**src/rtl/quiescence_sequencer_pkg.sv**
```systemverilog
// Shared types for the quiescence sequencer: per-slot request/response
// records, default sizing and the sweep state encoding.
package quiescence_sequencer_pkg;

  localparam int QSEQ_NUM_SLOTS       = 8;
  localparam int QSEQ_TIMEOUT_DEFAULT = 1024;
  localparam int QSEQ_TIMER_W         = 16;

  typedef struct packed {
    logic        valid;
    logic        isRequest;
    logic [63:0] data;
  } QuiescenceReq;

  typedef struct packed {
    logic        valid;
    logic [63:0] data;
  } QuiescenceResp;

  typedef enum logic [2:0] {
    IDLE,
    ISSUE,
    POLL,
    NEXT,
    DONE
  } QSeqState;

endpackage

```
**src/rtl/quiescence_sequencer_find_first.sv**
```systemverilog
// Combinational lowest-set-bit encoder used to pick the next slot to sweep.
module qseq_find_first #(
  parameter int N     = 8,
  parameter int IDX_W = 3
) (
  input  logic [N-1:0]     vec_i,
  output logic [IDX_W-1:0] idx_o,
  output logic             any_o
);

  // Scan from the top so the lowest set bit is the last one written.
  always_comb begin
    idx_o = '0;
    any_o = 1'b0;
    for (int i = N - 1; i >= 0; i--) begin
      if (vec_i[i]) begin
        idx_o = IDX_W'(i);
        any_o = 1'b1;
      end
    end
  end

endmodule

```
**src/rtl/quiescence_sequencer.sv**
```systemverilog
// Sweeps the selected app slots in ascending order: one quiesce request per
// slot, then polls its check until quiesced or the per-slot timeout expires.
module quiescence_sequencer
  import quiescence_sequencer_pkg::*;
#(
  parameter int NUM_SLOTS      = QSEQ_NUM_SLOTS,
  parameter int TIMEOUT_CYCLES = QSEQ_TIMEOUT_DEFAULT,
  parameter int TIMER_W        = QSEQ_TIMER_W
) (
  input  logic                    clk,
  input  logic                    rst_n,
  input  logic                    cmd_valid,
  input  logic [NUM_SLOTS-1:0]    cmd_mask,
  output logic                    cmd_ready,
  output logic [NUM_SLOTS-1:0]    slot_qreq_valid,
  output logic [NUM_SLOTS-1:0]    slot_qreq_isRequest,
  output logic [64*NUM_SLOTS-1:0] slot_qreq_data,
  input  logic [NUM_SLOTS-1:0]    slot_qresp_valid,
  input  logic [64*NUM_SLOTS-1:0] slot_qresp_data,
  output logic                    busy,
  output logic                    done_valid,
  output logic [NUM_SLOTS-1:0]    done_quiesced,
  output logic [NUM_SLOTS-1:0]    done_timedout,
  output logic [31:0]             done_cycles
);

  localparam int IDX_W = (NUM_SLOTS > 1) ? $clog2(NUM_SLOTS) : 1;

  // Command handshake: a sweep is accepted on a cycle with cmd_valid && cmd_ready;
  // cmd_ready is only high in IDLE, so the requester holds cmd_valid until then.
  QSeqState               state_q, state_d;
  logic [IDX_W-1:0]       idx_q, idx_d;
  logic [NUM_SLOTS-1:0]   pending_q, pending_d;
  logic [NUM_SLOTS-1:0]   quies_q, quies_d;
  logic [NUM_SLOTS-1:0]   tmo_q, tmo_d;
  logic [TIMER_W-1:0]     timer_q, timer_d;
  logic [31:0]            cnt_q, cnt_d;
  logic [NUM_SLOTS-1:0]   done_q_q, done_t_q;
  logic [31:0]            done_c_q;

  logic [NUM_SLOTS-1:0]   cur_bit;
  logic [NUM_SLOTS-1:0]   ff_vec;
  logic [IDX_W-1:0]       ff_idx;
  logic                   ff_any;
  logic [NUM_SLOTS-1:0]   resp_ok;
  logic                   unused_resp_bits;

  assign cur_bit = NUM_SLOTS'(1) << idx_q;
  // In IDLE the encoder looks at the incoming mask, in NEXT at what remains.
  assign ff_vec  = (state_q == IDLE) ? cmd_mask : (pending_q & ~cur_bit);

  qseq_find_first #(.N(NUM_SLOTS), .IDX_W(IDX_W)) u_find_first (
    .vec_i (ff_vec),
    .idx_o (ff_idx),
    .any_o (ff_any)
  );

  for (genvar g = 0; g < NUM_SLOTS; g++) begin : g_resp
    assign resp_ok[g] = slot_qresp_valid[g] & slot_qresp_data[64*g];
  end
  assign unused_resp_bits = ^slot_qresp_data;

  always_comb begin
    state_d   = state_q;
    idx_d     = idx_q;
    pending_d = pending_q;
    quies_d   = quies_q;
    tmo_d     = tmo_q;
    timer_d   = timer_q;
    cnt_d     = cnt_q;
    if ((state_q inside {ISSUE, POLL, NEXT}) && (cnt_q != 32'hFFFF_FFFF)) begin
      cnt_d = cnt_q + 32'd1;
    end
    case (state_q)
      IDLE: begin
        if (cmd_valid) begin
          pending_d = cmd_mask;
          quies_d   = '0;
          tmo_d     = '0;
          cnt_d     = '0;
          timer_d   = '0;
          idx_d     = ff_idx;
          state_d   = ff_any ? ISSUE : DONE;
        end
      end
      ISSUE: begin
        timer_d = '0;
        state_d = POLL;
      end
      POLL: begin
        // A quiesced answer wins over the timeout on the final poll cycle.
        if (resp_ok[idx_q]) begin
          quies_d = quies_q | cur_bit;
          state_d = NEXT;
        end else if (timer_q == TIMER_W'(TIMEOUT_CYCLES - 1)) begin
          tmo_d   = tmo_q | cur_bit;
          state_d = NEXT;
        end else begin
          timer_d = timer_q + TIMER_W'(1);
        end
      end
      NEXT: begin
        pending_d = pending_q & ~cur_bit;
        if (ff_any) begin
          idx_d   = ff_idx;
          state_d = ISSUE;
        end else begin
          state_d = DONE;
        end
      end
      DONE:    state_d = IDLE;
      default: state_d = IDLE;
    endcase
  end

  always_ff @(posedge clk) begin
    if (!rst_n) begin
      state_q   <= IDLE;
      idx_q     <= '0;
      pending_q <= '0;
      quies_q   <= '0;
      tmo_q     <= '0;
      timer_q   <= '0;
      cnt_q     <= '0;
      done_q_q  <= '0;
      done_t_q  <= '0;
      done_c_q  <= '0;
    end else begin
      state_q   <= state_d;
      idx_q     <= idx_d;
      pending_q <= pending_d;
      quies_q   <= quies_d;
      tmo_q     <= tmo_d;
      timer_q   <= timer_d;
      cnt_q     <= cnt_d;
      // The summary becomes visible in the DONE cycle and then holds.
      if (state_d == DONE) begin
        done_q_q <= quies_d;
        done_t_q <= tmo_d;
        done_c_q <= cnt_d;
      end
    end
  end

  always_comb begin
    slot_qreq_valid     = '0;
    slot_qreq_isRequest = '0;
    slot_qreq_data      = '0;
    if (state_q == ISSUE || state_q == POLL) begin
      slot_qreq_valid = cur_bit;
    end
    if (state_q == ISSUE) begin
      slot_qreq_isRequest = cur_bit;
    end
    for (int i = 0; i < NUM_SLOTS; i++) begin
      if (slot_qreq_valid[i]) begin
        slot_qreq_data[64*i +: 64] = 64'h1;
      end
    end
  end

  assign cmd_ready     = rst_n && (state_q == IDLE);
  assign busy          = (state_q != IDLE);
  assign done_valid    = (state_q == DONE);
  assign done_quiesced = done_q_q;
  assign done_timedout = done_t_q;
  assign done_cycles   = done_c_q;

endmodule

```
**config.mk**
```make
export PLATFORM = sky130hd
export DESIGN_NAME = quiescence_sequencer
export DESIGN_NICKNAME = d
export VERILOG_FILES = /design/src/rtl/quiescence_sequencer_pkg.sv /design/src/rtl/quiescence_sequencer_find_first.sv /design/src/rtl/quiescence_sequencer.sv
export SDC_FILE = /design/constraint.sdc
export NUM_CORES = 1
export LEC_CHECK = 0
export CELL_PAD_IN_SITES_DETAIL_PLACEMENT = 1
export CELL_PAD_IN_SITES_GLOBAL_PLACEMENT = 1
export CORE_AREA = 2 2 429 431
export DETAILED_ROUTE_END_ITERATION = 12
export DIE_AREA = 0 0 431 433
export PLACE_DENSITY = 0.41
export SYNTH_ARGS = -nofsm -noshare
export SYNTH_HDL_FRONTEND = slang
export SYNTH_HIERARCHICAL = 1
export SYNTH_SLANG_ARGS = --single-unit
```
**constraint.sdc**
```tcl
create_clock -name clk -period 3.1 [get_ports clk]
set_clock_uncertainty 0.05 [all_clocks]
set_input_delay 0.62 -clock clk [delete_from_list [all_inputs] [get_ports clk]]
set_output_delay 0.62 -clock clk [all_outputs]
set_load 0.01 [all_outputs]
```
==> impl_summary.md <==
Logic synthesis
The primary flip-flop cell chosen by synthesis mapping is sky130_fd_sc_hd__dfxtp_1. In this run the mean area of a mapped cell was roughly 8 µm². In the synthesized netlist, the number of instances is 1209. The post-synthesis cell area is 0.009428 mm². The post-synthesis sequential element count is 126.

Sequential cells were found to cover 26.76% of the synthesized design area. The post-synthesis cell type count is 59. For this run, the number of Yosys warnings is 6. Counting flops with a built-in enable in the synthesized netlist gives 0. The share of flip-flops with an asynchronous set or reset is 0%.

Timing
The clock period minus worst slack is 2.944 ns. The final-layout worst hold slack is 0.4003 ns. For the pin with the worst max-slew slack, the measured transition is 0.8937 ns.

The final critical path takes up 94.97% of the cycle. Setup repair after global routing left no endpoint under its margin. The tightest slew margin relative to the limit is just over 40%. Setup violations remaining at the end of the flow were counted as 0. The maximum clock rate is about 340 MHz. The final max-slew violation count is 0. The total negative slack for setup checks is 0 ns.

The number of hold violations in the final report was 0.

Die
The die covers around 0.19 mm². The core area is roughly 0.18 mm². In this run the core area contains 157 standard-cell rows. For this configuration, the core starts out at a cell density of 5.177%.

From bottom edge to top edge, the die measures 433 µm. The overall die width is 431 µm. During I/O placement, the number of pins put on the boundary was 1110.

Clock tree
TritonCTS created 17 clock buffers. The clock-pin slew on the worst setup and hold paths is about 0.070 ns. The TritonCTS sink count is 126. The clock passes through at most 2 buffers. Clock tree synthesis selected as its root buffer the cell sky130_fd_sc_hd__clkbuf_16. TritonCTS built the clock tree. The maximum level of the CTS H-tree is 4. Clock latency on the worst-skew pair, taken at its later pin, is ~0.44 ns. For this design, the CTS-stage hold fixing added 0 buffers.

Placement
The final weighted congestion in routability-driven placement is about 0.67. The port buffer count is 101. The half-perimeter wire length after detailed placement is 28920 µm. The instance area at placement is 0.01175 mm².

Detailed routing
The average wire per standard cell is 9.222 µm. The DRC violations left is 0. The violation count after the first detailed-routing iteration is around 120. The count of nets left with antenna violations once routing finished came out at 0. Dividing the detail-routed via count by the number of cells gives 1.764. Summing over every cut layer, the via total after detailed routing is 6578. The first-pass iteration count of the detailed router is 4. Wires add up to 34390 µm.

Global routing
Summed over all layers, the global routing overflow is 0. The initial antenna violation count is 11. The overall fraction of global-route tracks in use is 3.474%. The wire length of the first global-routing pass is 45360 µm. Entering global routing, the biggest net connects 33 pins.

The via count of the first global-routing pass was 6182.

Setup path
The type of the setup path with the least slack is reg2out. The worst setup path is launched from a flip-flop. In this design, the stage delay of the slowest critical-path cell is around 0.59 ns.

For the worst setup path, the data required time is 2.43 ns. STA puts the critical path data arrival time at 2.27 ns. The kind of end point of the critical path is a primary output. The maximum fanout count along the critical path is 8. Walking the worst path, the cells encountered are nor2b_1 > o21bai_1 > buf_4 > nor2_1 > clkdlybuf4s50_1. On the critical path, the stage with the largest delay is an instance of sky130_fd_sc_hd__clkdlybuf4s50_1.

Power and ir drop
The power per unit of standard cell area is between 300 and 400 mW/mm². The switching power is between 1.5 and 2 mW. The share of total power dissipated in the clock network is 44.1%. In this run, the combinational gates consume 20.2% of the power. Internal power comes to 3.063 mW. The standby leakage power is 4.382 nW. The post-layout total power is 4.686 mW. Registers are responsible for 35.7% of the overall power. The proportion of total power due to net switching is 34.63%. The worst-case IR drop observed on VDD is 359.8 µV.

Finish
The post-route netlist has 8.333% of its cells at a drive strength greater than 1. 0 antenna diodes ended up in the layout. The finished cells cover between 0.01 and 0.015 mm². The area overhead of the layout relative to synthesis is 31.19%. The net total in the final layout is 1864.

Job
The number of max-cap violations is 0.

Outcome
The flow ran to the end, and the final reports show no timing, DRC or antenna violations.

Hold path
The classification of the worst-slack hold path is reg2reg.
-- flip-flops by register name (all words and copies together) (netlist names) --
register,cells
cnt_q,32
done_cycles,32
done_quiesced,8
done_timedout,8
idx_q,3
pending_q,8
quies_q,8
state_q,3
timer_q,16
tmo_q,8
-- worst max-delay path: cells and delay by family (launching register included) --
kind            cells  cell delay [ns]
buf+inv             2             0.79
simple gates        2             0.47
flops               1             0.43
compound gates      1             0.14
-- per-layer routing --
metal | vias to the layer above | global-route usage [%] | part of all wire, %
li1 | 3184 | - | -
met1 | 3136 | 3.115 | 32
met2 | 214 | 7.393 | 61
met3 | 34 | 0.8336 | 5.1
met4 | 10 | 1.081 | 1.4
met5 | - | 0 | 0.16
-- what timing repair did --
| action | CTS | global route |
|---|---|---|
| endpoints found under the setup margin | 8 | 15 |
| cloned | 0 | 0 |
| setup buffers | 0 | 0 |
| resized for setup | 2 | 8 |
-- power by group through the flow --
stage                     logic [mW]  registers [mW]  clock network (mW)
after floorplan                 1.05            1.70                   0
after global placement         0.951            1.71                   0
after detailed placement       0.954            1.71                   0
after CTS                      0.957            1.67                2.15
after global routing            1.06            1.68                2.21
final                          0.947            1.67                2.07
-- placed cells by master (no fill, tap or decap), types with 8 or more instances in the layout --
| master | count |
|---|---|
| sky130_fd_sc_hd__nand2_1 | 100 |
| sky130_fd_sc_hd__and2_1 | 12 |
| sky130_fd_sc_hd__nand4_1 | 16 |
| sky130_fd_sc_hd__dfxtp_1 | 125 |
| sky130_fd_sc_hd__a22oi_1 | 8 |
| sky130_fd_sc_hd__clkdlybuf4s50_1 | 100 |
| sky130_fd_sc_hd__inv_1 | 15 |
| sky130_fd_sc_hd__o21ai_0 | 79 |
| sky130_fd_sc_hd__conb_1 | 504 |
| sky130_fd_sc_hd__nand3_1 | 29 |
| sky130_fd_sc_hd__xnor2_1 | 12 |
| sky130_fd_sc_hd__or3_1 | 16 |
| sky130_fd_sc_hd__nor3_1 | 9 |
| sky130_fd_sc_hd__xor2_1 | 18 |
| sky130_fd_sc_hd__nor2_1 | 79 |
| sky130_fd_sc_hd__clkbuf_16 | 17 |
| sky130_fd_sc_hd__buf_4 | 46 |
| sky130_fd_sc_hd__a21oi_1 | 38 |
-- Yosys cell counts, types with 2 or more instances --
| library cell | number | area [µm²] |
|---|---|---|
| sky130_fd_sc_hd__a21oi_1 | 38 | 190.2 |
| sky130_fd_sc_hd__nor2b_1 | 7 | 43.79 |
| sky130_fd_sc_hd__and2_1 | 12 | 75.07 |
| sky130_fd_sc_hd__nand4b_1 | 2 | 17.52 |
| sky130_fd_sc_hd__xnor2_1 | 12 | 105.1 |
| sky130_fd_sc_hd__nand4_1 | 16 | 100.1 |
| sky130_fd_sc_hd__a211oi_1 | 3 | 22.52 |
| sky130_fd_sc_hd__nand3_2 | 2 | 20.02 |
| sky130_fd_sc_hd__buf_4 | 513 | 3851 |
| sky130_fd_sc_hd__o211ai_1 | 2 | 15.01 |
| sky130_fd_sc_hd__a22oi_1 | 8 | 60.06 |
| sky130_fd_sc_hd__nor3_1 | 11 | 55.05 |
| sky130_fd_sc_hd__clkbuf_1 | 28 | 105.1 |
| sky130_fd_sc_hd__or3_1 | 16 | 100.1 |
| sky130_fd_sc_hd__nor3_2 | 4 | 40.04 |
| sky130_fd_sc_hd__a221oi_1 | 2 | 17.52 |
| sky130_fd_sc_hd__or2_2 | 2 | 12.51 |
| sky130_fd_sc_hd__nand3_1 | 29 | 145.1 |
| sky130_fd_sc_hd__and4_1 | 4 | 35.03 |
| sky130_fd_sc_hd__or4_1 | 7 | 52.55 |
| sky130_fd_sc_hd__o21ai_0 | 79 | 395.4 |
| sky130_fd_sc_hd__nand2_1 | 100 | 375.4 |
| sky130_fd_sc_hd__xor2_1 | 18 | 157.7 |
| sky130_fd_sc_hd__nor2_1 | 86 | 322.8 |
| sky130_fd_sc_hd__o21ai_1 | 4 | 20.02 |
| sky130_fd_sc_hd__ha_1 | 2 | 25.02 |
| sky130_fd_sc_hd__nand2b_1 | 5 | 31.28 |
| sky130_fd_sc_hd__nor4_1 | 4 | 25.02 |
| sky130_fd_sc_hd__and3_1 | 6 | 37.54 |
| sky130_fd_sc_hd__o21bai_1 | 3 | 22.52 |
| sky130_fd_sc_hd__dfxtp_1 | 126 | 2522 |
| sky130_fd_sc_hd__nor4_2 | 2 | 25.02 |
| sky130_fd_sc_hd__o41ai_1 | 2 | 17.52 |
| sky130_fd_sc_hd__inv_1 | 15 | 56.30 |
| sky130_fd_sc_hd__mux2i_1 | 6 | 60.06 |
| sky130_fd_sc_hd__o31ai_1 | 2 | 15.01 |
| sky130_fd_sc_hd__buf_2 | 9 | 45.04 |
-- area by class of cell --
type | instances | area (µm²)
inverters | 16 | 60.06
well taps | 2385 | 2984
fillers | 21867 | 169700
clock buffers | 18 | 439.2
flip-flops and latches | 126 | 2524
repair buffers | 151 | 1446
clock inverters | 14 | 147.6
multi-input cells | 1019 | 4767
-- logic make-up after synthesis --
kind of cell             after synthesis  share of synthesized area (%)
adder cells (fa/ha/maj)                2                         0.2654
other                                  1                        0.03978
flip-flops                           126                          26.76
AO/OA/AOI/OAI                        154                          9.463
XOR/XNOR                              30                          2.787
AND/OR/NAND/NOR                      323                          16.85
buffers and inverters                567                          43.20
multiplexers                           6                         0.6371
-- final timing paths --
kind                        start                  to  slack [ns]  cells after the start
setup / recovery       state_q[1]  slot_qreq_valid[5]        0.16                      5
hold / removal    done_cycles[28]     done_cycles[28]        0.40                      2
setup reg to reg         idx_q[1]      done_cycles[9]        0.44                      9
hold reg to reg   done_cycles[28]     done_cycles[28]        0.40                      2
-- per-stage QoR --
stage          util, %  worst slack (ns)  std cells
5_1_grt          6.792           0.03606       3729
4_1_cts          6.778           -0.1114       3729
2_1_floorplan        -            0.3308       1712
6_report         6.792            0.1560       3729
3_5_place_dp     6.453          -0.08104       3697
3_3_place_gp     6.453          -0.04410       3697
Note: power is estimated with default switching activity, not from simulation.
